File: config.mk
export PLATFORM = sky130hd
export DESIGN_NAME = rr_grant_ctrl_16
export DESIGN_NICKNAME = d
export VERILOG_FILES = /design/src/rtl/rr_grant_pkg.sv /design/src/rtl/rr_pick_16.sv /design/src/rtl/rr_grant_ctrl_16.sv
export SDC_FILE = /design/constraint.sdc
export NUM_CORES = 1
export LEC_CHECK = 0
export CORE_MARGIN = 2
export CORE_UTILIZATION = 55
export CTS_BUF_LIST = sky130_fd_sc_hd__clkbuf_8 sky130_fd_sc_hd__clkbuf_16
export CTS_CLUSTER_DIAMETER = 60
export DETAILED_ROUTE_END_ITERATION = 7
export PLACE_DENSITY_LB_ADDON = 0.25
export SYNTH_ARGS = -nofsm -noshare
export SYNTH_HDL_FRONTEND = slang
export SYNTH_SLANG_ARGS = --single-unit
File: constraint.sdc
create_clock -name clk -period 11 [get_ports clk]
set_clock_uncertainty 0.15 [all_clocks]
set_input_delay 3.3 -clock clk [delete_from_list [all_inputs] [get_ports clk]]
set_output_delay 3.3 -clock clk [all_outputs]
set_load 0.005 [all_outputs]
File: src/rtl/rr_grant_pkg.sv
// Shared constants and state encoding for the 16-way round-robin grant controller.
package rr_grant_pkg;

    localparam int NREQ  = 16;
    localparam int IDX_W = 4;

    typedef enum logic [1:0] {
        IDLE  = 2'd0,
        GRANT = 2'd1,
        GAP   = 2'd2
    } state_t;

endpackage

File: src/rtl/rr_pick_16.sv
// Rotating priority encoder: first asserted request after i_last_idx, wrapping 15->0;
// i_last_idx itself is the lowest priority.
module rr_pick_16
    import rr_grant_pkg::*;
(
    input  logic [NREQ-1:0]  i_req,
    input  logic [IDX_W-1:0] i_last_idx,
    output logic             o_found,
    output logic [IDX_W-1:0] o_idx
);

    logic [IDX_W-1:0] w_cand;

    always_comb begin
        o_found = 1'b0;
        o_idx   = i_last_idx;
        w_cand  = '0;
        // Walk from farthest offset to nearest so the nearest hit wins; offset 16 is i_last_idx.
        for (int k = NREQ; k >= 1; k--) begin
            w_cand = i_last_idx + IDX_W'(k);
            if (i_req[w_cand]) begin
                o_found = 1'b1;
                o_idx   = w_cand;
            end
        end
    end

endmodule

File: src/rtl/rr_grant_ctrl_16.sv
// Round-robin arbiter for one 16-slot resource: bounded hold, one-cycle break-before-make gap.
// Optional macro LOCK_EN adds a 'lock' input that freezes the hold timer and suppresses timeout.
//   state | meaning
//   IDLE  | no grant; pick when en=1 and any req
//   GRANT | gnt_idx owns the resource; hold timer runs
//   GAP   | one cycle with no grant; last_idx = previous holder; pick again
module rr_grant_ctrl_16
    import rr_grant_pkg::*;
#(
    parameter int HOLD_MAX = 16,
    parameter int HOLD_W   = 8
) (
    input  logic             clk,
    input  logic             rst_n,
    input  logic             en,
`ifdef LOCK_EN
    input  logic             lock,
`endif
    input  logic [NREQ-1:0]  req,
    output logic [NREQ-1:0]  gnt,
    output logic [IDX_W-1:0] gnt_idx,
    output logic             gnt_valid,
    output logic             preempt
);

    localparam bit                TIMEOUT_EN = (HOLD_MAX != 0);
    localparam logic [HOLD_W-1:0] HOLD_SAT   = HOLD_W'(HOLD_MAX);
    localparam logic [HOLD_W-1:0] HOLD_LAST  = (HOLD_MAX == 0) ? '0 : HOLD_W'(HOLD_MAX - 1);

    state_t             r_state;
    state_t             w_state_nxt;

    logic [NREQ-1:0]    r_gnt;
    logic [IDX_W-1:0]   r_gnt_idx;
    logic               r_gnt_valid;
    logic               r_preempt;
    logic [HOLD_W-1:0]  r_hold_cnt;
    logic [IDX_W-1:0]   r_last_idx;

    logic [NREQ-1:0]    w_gnt_nxt;
    logic [IDX_W-1:0]   w_gnt_idx_nxt;
    logic               w_gnt_valid_nxt;
    logic               w_preempt_nxt;
    logic [HOLD_W-1:0]  w_hold_nxt;
    logic [IDX_W-1:0]   w_last_nxt;

    logic               w_pick_found;
    logic [IDX_W-1:0]   w_pick_idx;
    logic               w_can_pick;
    logic               w_lock;
    logic [NREQ-1:0]    w_holder_mask;
    logic               w_holder_req;
    logic               w_others;
    logic               w_timeout;
    logic               w_release;
    logic               w_preempt_go;

    rr_pick_16 u_pick (
        .i_req      (req),
        .i_last_idx (r_last_idx),
        .o_found    (w_pick_found),
        .o_idx      (w_pick_idx)
    );

`ifdef LOCK_EN
    assign w_lock = lock;
`else
    assign w_lock = 1'b0;
`endif

    assign w_can_pick    = en && w_pick_found;
    assign w_holder_mask = {{(NREQ-1){1'b0}}, 1'b1} << r_gnt_idx;
    assign w_holder_req  = req[r_gnt_idx];
    assign w_others      = |(req & ~w_holder_mask);
    // Compare against HOLD_MAX-1 with >= so a saturated timer still preempts a late arrival.
    assign w_timeout     = TIMEOUT_EN && !w_lock && (r_hold_cnt >= HOLD_LAST);
    assign w_release     = !w_holder_req;
    assign w_preempt_go  = w_holder_req && w_timeout && w_others;

    always_ff @(posedge clk) begin
        if (!rst_n) begin
            r_state <= IDLE;
        end else begin
            r_state <= w_state_nxt;
        end
    end

    always_comb begin
        w_state_nxt = r_state;
        case (r_state)
            IDLE:    w_state_nxt = w_can_pick ? GRANT : IDLE;
            GRANT:   w_state_nxt = (w_release || w_preempt_go) ? GAP : GRANT;
            GAP:     w_state_nxt = w_can_pick ? GRANT : IDLE;
            default: w_state_nxt = IDLE;
        endcase
    end

    always_comb begin
        w_gnt_idx_nxt   = r_gnt_idx;
        w_gnt_valid_nxt = 1'b0;
        w_preempt_nxt   = 1'b0;
        w_hold_nxt      = r_hold_cnt;
        w_last_nxt      = r_last_idx;
        w_gnt_nxt       = '0;
        case (r_state)
            IDLE, GAP: begin
                if (w_can_pick) begin
                    w_gnt_idx_nxt   = w_pick_idx;
                    w_gnt_valid_nxt = 1'b1;
                    w_hold_nxt      = '0;
                end
            end
            GRANT: begin
                if (w_release || w_preempt_go) begin
                    w_preempt_nxt = w_preempt_go;
                    w_last_nxt    = r_gnt_idx;
                end else begin
                    w_gnt_valid_nxt = 1'b1;
                    if (!w_lock && (r_hold_cnt < HOLD_SAT)) begin
                        w_hold_nxt = r_hold_cnt + 1'b1;
                    end
                end
            end
            default: begin
                w_gnt_valid_nxt = 1'b0;
            end
        endcase
        for (int i = 0; i < NREQ; i++) begin
            w_gnt_nxt[i] = w_gnt_valid_nxt && (w_gnt_idx_nxt == IDX_W'(i));
        end
    end

    always_ff @(posedge clk) begin
        if (!rst_n) begin
            r_gnt       <= '0;
            r_gnt_idx   <= '0;
            r_gnt_valid <= 1'b0;
            r_preempt   <= 1'b0;
            r_hold_cnt  <= '0;
            r_last_idx  <= IDX_W'(NREQ - 1);
        end else begin
            r_gnt       <= w_gnt_nxt;
            r_gnt_idx   <= w_gnt_idx_nxt;
            r_gnt_valid <= w_gnt_valid_nxt;
            r_preempt   <= w_preempt_nxt;
            r_hold_cnt  <= w_hold_nxt;
            r_last_idx  <= w_last_nxt;
        end
    end

    assign gnt       = r_gnt;
    assign gnt_idx   = r_gnt_idx;
    assign gnt_valid = r_gnt_valid;
    assign preempt   = r_preempt;

endmodule

==> impl_metrics.tcl, run 1 <==
set metrics [dict create \
    tns_ps 0 \
    comb_power_share_pct 80.1 \
    hold_violations 0 \
    synth_edf_count 0 \
    tightest_slew_ps 820 \
    status "finished clean" \
    power_uw 1380 \
    p_clk_share_pct 6.6 \
    synth_warnings 0 \
    postCtsHoldBufs 0 \
    powerDensity_nw_per_um2 296 \
    core_area_sq_um 7330 \
    wl_per_cell_microns 20.7 \
    die_w_microns 91.3 \
    clock-root-buffer "clkbuf_8" \
    maxCapViolCount 0 \
    io_buffers 40 \
    syn-num-nets 465 \
    drc 0 \
    overflow 0 \
    drt-initial-drc-count 370 \
    wl_microns 11600 \
    p_sw_uw 714 \
    slew_viol_final 0 \
    max_slew_margin_pct 45.3 \
    fin_cells 560 \
    dp.cells 553 \
    grt_pass1_wl_microns 18600 \
    path_max_fanout 16 \
    fin_crit_sh_pct 64.0 \
    dpl.hpwl_microns 8710 \
    cts_setup_buffers 0 \
    grt_max_degree 36 \
    p_int_uw 666 \
    syn2layout_area_growth_pct 11.3 \
    drive_gt1_share_pct 23.0 \
    setup_violations 0 \
    yosysSeqAreaShare_pct 16.7 \
    r2r_cells 12 \
    initial_core_util_pct 57.2 \
    cts.clk_slew.worst_paths_ps 70 \
    routed_via_density 6.92 \
    hold_class "reg2reg" \
    p_leak_uw 0.00165 \
    h-tree-depth 2 \
    synth_cells 438 \
    clockBufferDepth 2 \
    pin_count 41 \
    end_kind "register" \
    synth.avg_cell_area_sq_um 9.57 \
    grt_pass1_vias 3533 \
    arrival_ps 7070 \
    clock_latency_ps 280 \
    crit_required_ps 11030 \
    die-area_sq_um 8340 \
    p_sw_share_pct 51.7 \
    yosysUniqueCellTypes 85 \
    period_minus_slack_ps 7040 \
    crit_type "in2reg" \
    place.gp.congestion 1.11 \
    cts_tree "yes" \
    seqPwrFrac_pct 13.3 \
    antenna_cells 0 \
    holdPathStages 2 \
    fin_util_pct 63.7 \
    rsz0062_at_grt "false" \
    synth-seq-cells 35 \
    num_rows 31 \
    cts_resized 0 \
    postSynth.asyncResetShare_pct 0 \
    fin_nets 488 \
    dr.pass1.iters 5 \
    cts_buffers 5 \
    cts.sinks 35 \
    via_count 3877 \
    synthFlopType "dfxtp_1" \
    startpoint_type "primary input" \
    grtUsageTotal_pct 27.9 \
    antenna_found_initial 0 \
    fmax_ghz 0.142 \
    peakVddDrop_mv 0.136 \
    synth_area_sq_um 4190 \
    ant_nets 0 \
    die_h_microns 91.3 \
]
==> state kept, by name, summed over array words and instances (netlist names) <==
name	count
r_hold_cnt	8
gnt_idx	4
gnt	16
r_last_idx	4
r_state	2
preempt	1
==> layout by cell type (no fill, tap or decap), types with 5 or more instances in the layout <==
master           Yosys  final
a211oi_1             5      5
a21oi_1             29     29
and2_1               5      5
and3_1               9      9
buf_4                2      5
clkbuf_8             0      6
clkdlybuf4s50_1      0     40
dfxtp_1             35     35
ha_1                 8      8
inv_1               10     10
mux2_2              17     17
mux2i_1             27     27
mux2i_2              6      6
mux4_2              35     35
nand2_1             29     29
nand2b_1             5      5
nand3_1             11     11
nor2_1              33     33
nor4_1               9      9
nor4b_2              7      7
o21ai_0             11     11
o22ai_1             11     11
xnor2_1             11     11
==> metrics by stage <==
stage / area (sq um) / setup slack [ps] / hold slack [ps]
CTS: 4670 / 4000 / 342
detailed placement: 4580 / 3740 / 321
floorplan: 4190 / 4820 / 281
finish: 4670 / 3960 / 330
global placement: 4580 / 3850 / 301
global route: 4670 / 3750 / 354
==> critical path: stages <==
cell and delay (ps):
clkdlybuf4s50_1 630, mux4_2 620, mux2i_1 380, mux2i_2 220
a211oi_1 330, nand4_1 230, o21ai_4 510, mux2_4 370
o21a_2 190, nor4_1 290
==> kinds of logic after synthesis <==
group / Yosys count / synth area share, %
buf+inv: 42 / 5.34
fa+ha+maj: 8 / 2.39
simple gates: 151 / 22.0
mux: 86 / 32.1
flops: 35 / 16.7
xor+xnor: 16 / 4.33
compound gates: 100 / 17.1
==> layout make-up <==
| class | instances | area, sq um |
|---|---|---|
| clock inverters | 1 | 5.00 |
| fillers | 622 | 2660 |
| flip-flops and latches | 35 | 701 |
| inverters | 13 | 48.8 |
| repair buffers | 45 | 438 |
| well taps | 99 | 124 |
| multi-input cells | 361 | 3270 |
| clock buffers | 6 | 82.6 |
==> cells in the mapped netlist, types with 10 or more instances <==
master | count | area (sq um)
dfxtp_1 | 35 | 701
a21oi_1 | 29 | 145
nor2_1 | 33 | 124
nand2_1 | 29 | 109
nand3_1 | 11 | 55.1
mux2_2 | 17 | 191
xnor2_1 | 11 | 96.3
mux2i_1 | 27 | 270
o22ai_1 | 11 | 68.8
o21ai_0 | 11 | 55.1
buf_2 | 10 | 50.1
inv_1 | 10 | 37.5
mux4_2 | 35 | 788
clkbuf_1 | 11 | 41.3
==> final timing paths <==
check	startpoint	slack [ps]	to
worst max-delay path	req[8]	3960	gnt[1]
worst min-delay path	r_hold_cnt[6]	330	r_hold_cnt[6]
worst max register to register	r_last_idx[2]	5760	gnt[1]
worst min register to register	r_hold_cnt[6]	330	r_hold_cnt[6]
==> power groups by stage <==
stage | sequential (uW) | combinational [uW] | clock, uW
6_report | 184 | 1100 | 91.3
5_1_grt | 188 | 1180 | 101
4_1_cts | 183 | 1080 | 93.2
3_5_place_dp | 186 | 1070 | 0
3_3_place_gp | 185 | 1070 | 0
2_1_floorplan | 165 | 875 | 0
==> layer usage <==
metal | share of wire, % | track usage (%) | vias up | routed length [microns]
met5 | 0 | 0 | - | 0
met4 | 2.9 | 9.97 | 0 | 333
met3 | 8.9 | 3.49 | 38 | 1030
met2 | 46 | 43.7 | 242 | 5330
met1 | 42 | 39.7 | 1846 | 4910
li1 | - | - | 1751 | -
(Power assumes the default switching activity.)
==> inputs of run 2 (changes only) <==
Clock period 11 ns to 6.9 ns, I/O delays scaled along.
==> run 2 against run 1 <==
Effect of this change: final area shrank 0.16%; sequential cell count is the same; largest cell class unchanged; register-to-register slack lost 3900 ps.
==> impl_metrics.tcl, run 2 (synthesis results as in run 1) <==
set metrics [dict create \
    holdPathStages 2 \
    cts.sinks 35 \
    grt_pass1_vias 3565 \
    fin_ws_ps 1170 \
    place_ws_ps 959 \
    drc 0 \
    die-area_sq_um 8340 \
    drive_gt1_share_pct 22.8 \
    place.gp.congestion 1.06 \
    fin_nets 487 \
    via_count 3870 \
    initial_core_util_pct 57.2 \
    clock_latency_ps 280 \
    cts_tree "yes" \
    drt-initial-drc-count 332 \
    cts_resized 0 \
    dpl.hpwl_microns 8570 \
    cts.clk_slew.worst_paths_ps 70 \
    met3_usage_pct 5.06 \
    end_kind "register" \
    grt_max_degree 36 \
    ant_nets 0 \
    power_uw 2190 \
    die_w_microns 91.3 \
    clockBufferDepth 2 \
    rsz0062_at_grt "false" \
    wl_per_cell_microns 20.6 \
    status "finished clean" \
    powerDensity_nw_per_um2 471 \
    peakVddDrop_mv 0.176 \
    routed_via_density 6.92 \
    r2r_slack_ps 1890 \
    slew_viol_final 0 \
    p_leak_uw 0.00165 \
    hold-worst-slack_ps 333 \
    layout_common_cells "clkdlybuf4s50_1 (40), mux4_2 (35), dfxtp_1 (35)" \
    crit_chain "clkdlybuf4s50_1 -> mux4_2 -> mux2i_1 -> mux2i_1 -> nor2_1 -> nand4_1 -> o21ai_4 -> mux2_4 -> o21a_2 -> nor4_1" \
    h-tree-depth 2 \
    num_rows 31 \
    max_slew_margin_pct 45.7 \
    crit_type "in2reg" \
    cts_buffers 5 \
    die_h_microns 91.3 \
    slowest_delay_ps 640 \
    postCtsHoldBufs 0 \
    wl_microns 11500 \
    r2r-end "gnt[1]" \
    startpoint_type "primary input" \
    hp-start "r_hold_cnt[6]" \
    grtUsageMet2_pct 42.7 \
    crit_required_ps 6940 \
    grtUsageTotal_pct 27.7 \
    grtUsageMet1_pct 39.2 \
    fmax_ghz 0.175 \
    regToRegStartpoint "r_last_idx[1]" \
    largest_register_ffs 16 \
    setup_violations 0 \
    syn2layout_area_growth_pct 11.1 \
    layout_commonest_cell "clkdlybuf4s50_1" \
    maxCapViolCount 0 \
    hold_violations 0 \
    fin_crit_sh_pct 83.0 \
    hold_class "reg2reg" \
    grt_pass1_wl_microns 18400 \
    tns_ps 0 \
    io_buffers 40 \
    grt-busiest-layer "met2" \
    period_minus_slack_ps 5730 \
    core_area_sq_um 7330 \
    path_max_fanout 16 \
    antenna_found_initial 0 \
    cts_setup_buffers 0 \
    antenna_cells 0 \
    arrival_ps 5770 \
    hold-path-endpoint "r_hold_cnt[6]" \
    clock-root-buffer "clkbuf_8" \
    cpMostUsedCell "mux2i_1" \
    dr.pass1.iters 5 \
    crit_slowest_cell "mux4_2" \
    tightest_slew_ps 814 \
    r2r_cells 12 \
    pin_count 41 \
    fin_util_pct 63.6 \
    overflow 0 \
]
-- run 2: changes by cell type in the layout (fill, tap and decap cells not counted), sizes merged --
| cell | previous run | this run |
|---|---|---|
| buf | 5 | 4 |
-- run 2: through the flow --
step                std cells  area [sq um]
CTS                       559          4660
floorplan                 438          4190
finish                    559          4660
detailed placement        552          4570
global placement          552          4570
global route              559          4660
-- run 2: layout make-up --
class                   instances  area (sq um)
multi-input cells             361          3270
fillers                       605          2670
flip-flops and latches         35           701
repair buffers                 44           430
well taps                      99           124
clock buffers                   6          82.6
inverters                      13          48.8
clock inverters                 1          5.00
-- run 2: how the worst max path moves through the flow --
stage / start / end / slack [ps] / cells past startpoint
2_1_floorplan: req[8] / gnt[8] / 1950 / 9
3_3_place_gp: req[15] / gnt[5] / 1000 / 10
3_5_place_dp: req[13] / gnt[12] / 960 / 10
4_1_cts: req[13] / gnt[12] / 1250 / 10
5_1_grt: req[15] / gnt[1] / 940 / 10
6_report: req[15] / gnt[1] / 1170 / 10
-- run 2: report_power, final --
part,switching (uW),leakage [uW],internal (uW)
clock network,67.0,0.0000470,78.2
registers,79.2,0.000284,236
logic,989,0.00132,744
total,1130,0.00165,1060
-- run 2: critical path, delay by kind of cell --
family,cells,cell delay [ps]
and+or+nand+nor,3,720
muxes,4,1690
buffers and inverters,1,620
AOI/OAI and AO/OA,2,660
-- run 2: routing by layer --
layer	up-vias	wire (microns)
met5	-	0
met4	0	323
met3	35	1050
met2	243	5320
met1	1846	4850
li1	1746	-
==> inputs of run 3 (changes only) <==
Clock period 6.9 ns to 6 ns, I/O delays scaled along.
==> run 3 against run 2 <==
Effect of this change: routed wire length decreased by 0.87%; sequential power increased by 16%; count of clock-buffer cells in the layout decreased by 1; register-to-register slack got worse by 250 ps; critical path depth unchanged; non-clock buffer count increased by 7; final area increased by 0.99%; clock power increased by 8%; first-iteration DRC count increased by 6.0%; hold slack got worse by 3.8 ps; critical path type unchanged; critical endpoint unchanged; largest cell class unchanged.
==> impl_metrics.tcl, run 3 (synthesis results as in run 1) <==
set metrics [dict create \
    grt_pass1_wl_microns 18300 \
    largest_register_ffs 16 \
    crit_slowest_cell "clkdlybuf4s50_1" \
    slew_viol_final 0 \
    core_area_sq_um 7330 \
    dr.pass1.iters 5 \
    fmax_ghz 0.185 \
    tightest_slew_ps 784 \
    fin_util_pct 64.2 \
    max_slew_margin_pct 47.6 \
    num_rows 31 \
    dpl.hpwl_microns 8680 \
    wl_per_cell_microns 20.2 \
    crit_type "in2reg" \
    tns_ps 0 \
    cts.clk_slew.worst_paths_ps 70 \
    fin_nets 494 \
    overflow 0 \
    startpoint_type "primary input" \
    cts.sinks 35 \
    setup_violations 0 \
    hold_class "reg2reg" \
    grt_max_degree 35 \
    routed_via_density 6.83 \
    path_buf_inv 1 \
    cts_tree "yes" \
    drt-initial-drc-count 352 \
    clockBufferDepth 2 \
    rsz0062_at_grt "false" \
    io_buffers 40 \
    cts_buffers 5 \
    die_h_microns 91.3 \
    cts_setup_buffers 0 \
    drc 0 \
    pin_count 41 \
    wl_microns 11400 \
    postCtsHoldBufs 0 \
    antenna_cells 0 \
    maxCapViolCount 0 \
    grtUsageTotal_pct 27.5 \
    p_leak_uw 0.00169 \
    slowest_delay_ps 640 \
    powerDensity_nw_per_um2 537 \
    peakVddDrop_mv 0.248 \
    h-tree-depth 2 \
    die-area_sq_um 8340 \
    syn2layout_area_growth_pct 12.2 \
    fillers 606 \
    clock_latency_ps 280 \
    antenna_found_initial 0 \
    grt_pass1_vias 3495 \
    status "finished clean" \
    drive_gt1_share_pct 23.7 \
    fin_crit_sh_pct 90.1 \
    path_max_fanout 11 \
    crit_chain "clkdlybuf4s50_1 -> mux4_2 -> mux2i_1 -> mux2i_2 -> a211oi_1 -> nand4_1 -> o21ai_4 -> mux2_4 -> o21a_2 -> nor4_1" \
    path_delay_family "multiplexers" \
    layout_commonest_cell "clkdlybuf4s50_1" \
    arrival_ps 5440 \
    end_kind "register" \
    cts_resized 0 \
    ant_nets 0 \
    initial_core_util_pct 57.2 \
    place.gp.congestion 0.928 \
    layout_common_cells "clkdlybuf4s50_1 (40), mux4_2 (35), dfxtp_1 (35)" \
    die_w_microns 91.3 \
    crit_required_ps 6030 \
    clock-root-buffer "clkbuf_8" \
    via_count 3871 \
    period_minus_slack_ps 5400 \
    hold_violations 0 \
]
==> run 3: cell count changes in the layout (fill, tap and decap cells not counted) <==
cell	previous run	this run
clkbuf_8	6	5
inv_1	10	12
buf_4	4	11
==> run 3: final cells by class <==
class / count / area (sq um) / share of cell area (%)
flip-flops and latches: 35 / 701 / 14.9
well taps: 99 / 124 / 2.63
clock inverters: 3 / 12.5 / 0.266
inverters: 13 / 48.8 / 1.04
clock buffers: 5 / 68.8 / 1.46
multi-input cells: 361 / 3270 / 69.4
repair buffers: 51 / 483 / 10.3
==> run 3: layer usage <==
metal	up-vias	routed length (microns)	GRT usage (%)
met5	-	0	0
met4	0	233	6.31
met3	21	847	2.57
met2	212	5460	44.9
met1	1865	4910	39.7
li1	1773	-	-
==> run 3: power breakdown <==
| part | total (uW) | leakage [uW] | internal (uW) | switching, uW |
|---|---|---|---|---|
| Sequential | 366 | 0.000284 | 271 | 94.8 |
| Clock | 156 | 0.0000505 | 77.9 | 77.9 |
| Combinational | 2000 | 0.00135 | 876 | 1130 |
| Total | 2520 | 0.00169 | 1230 | 1300 |
==> run 3: final timing paths <==
path              slack, ps  cells after the start       endpoint           from
setup reg to reg       1640                     11         gnt[1]  r_last_idx[1]
hold reg to reg         330                      1  r_hold_cnt[7]  r_hold_cnt[7]
hold / removal          330                      1  r_hold_cnt[7]  r_hold_cnt[7]
setup / recovery        600                     10         gnt[1]        req[11]
==> run 3: through the flow <==
| stage | hold WS [ps] | instances | area (sq um) | worst slack, ps | power [uW] |
|---|---|---|---|---|---|
| 3_3_place_gp | 300 | 559 | 4620 | 388 | 2320 |
| 2_1_floorplan | 281 | 438 | 4190 | 1320 | 1910 |
| 5_1_grt | 342 | 567 | 4710 | 424 | 2690 |
| 6_report | 330 | 567 | 4710 | 596 | 2520 |
| 3_5_place_dp | 314 | 559 | 4620 | 390 | 2330 |
| 4_1_cts | 331 | 567 | 4710 | 670 | 2500 |
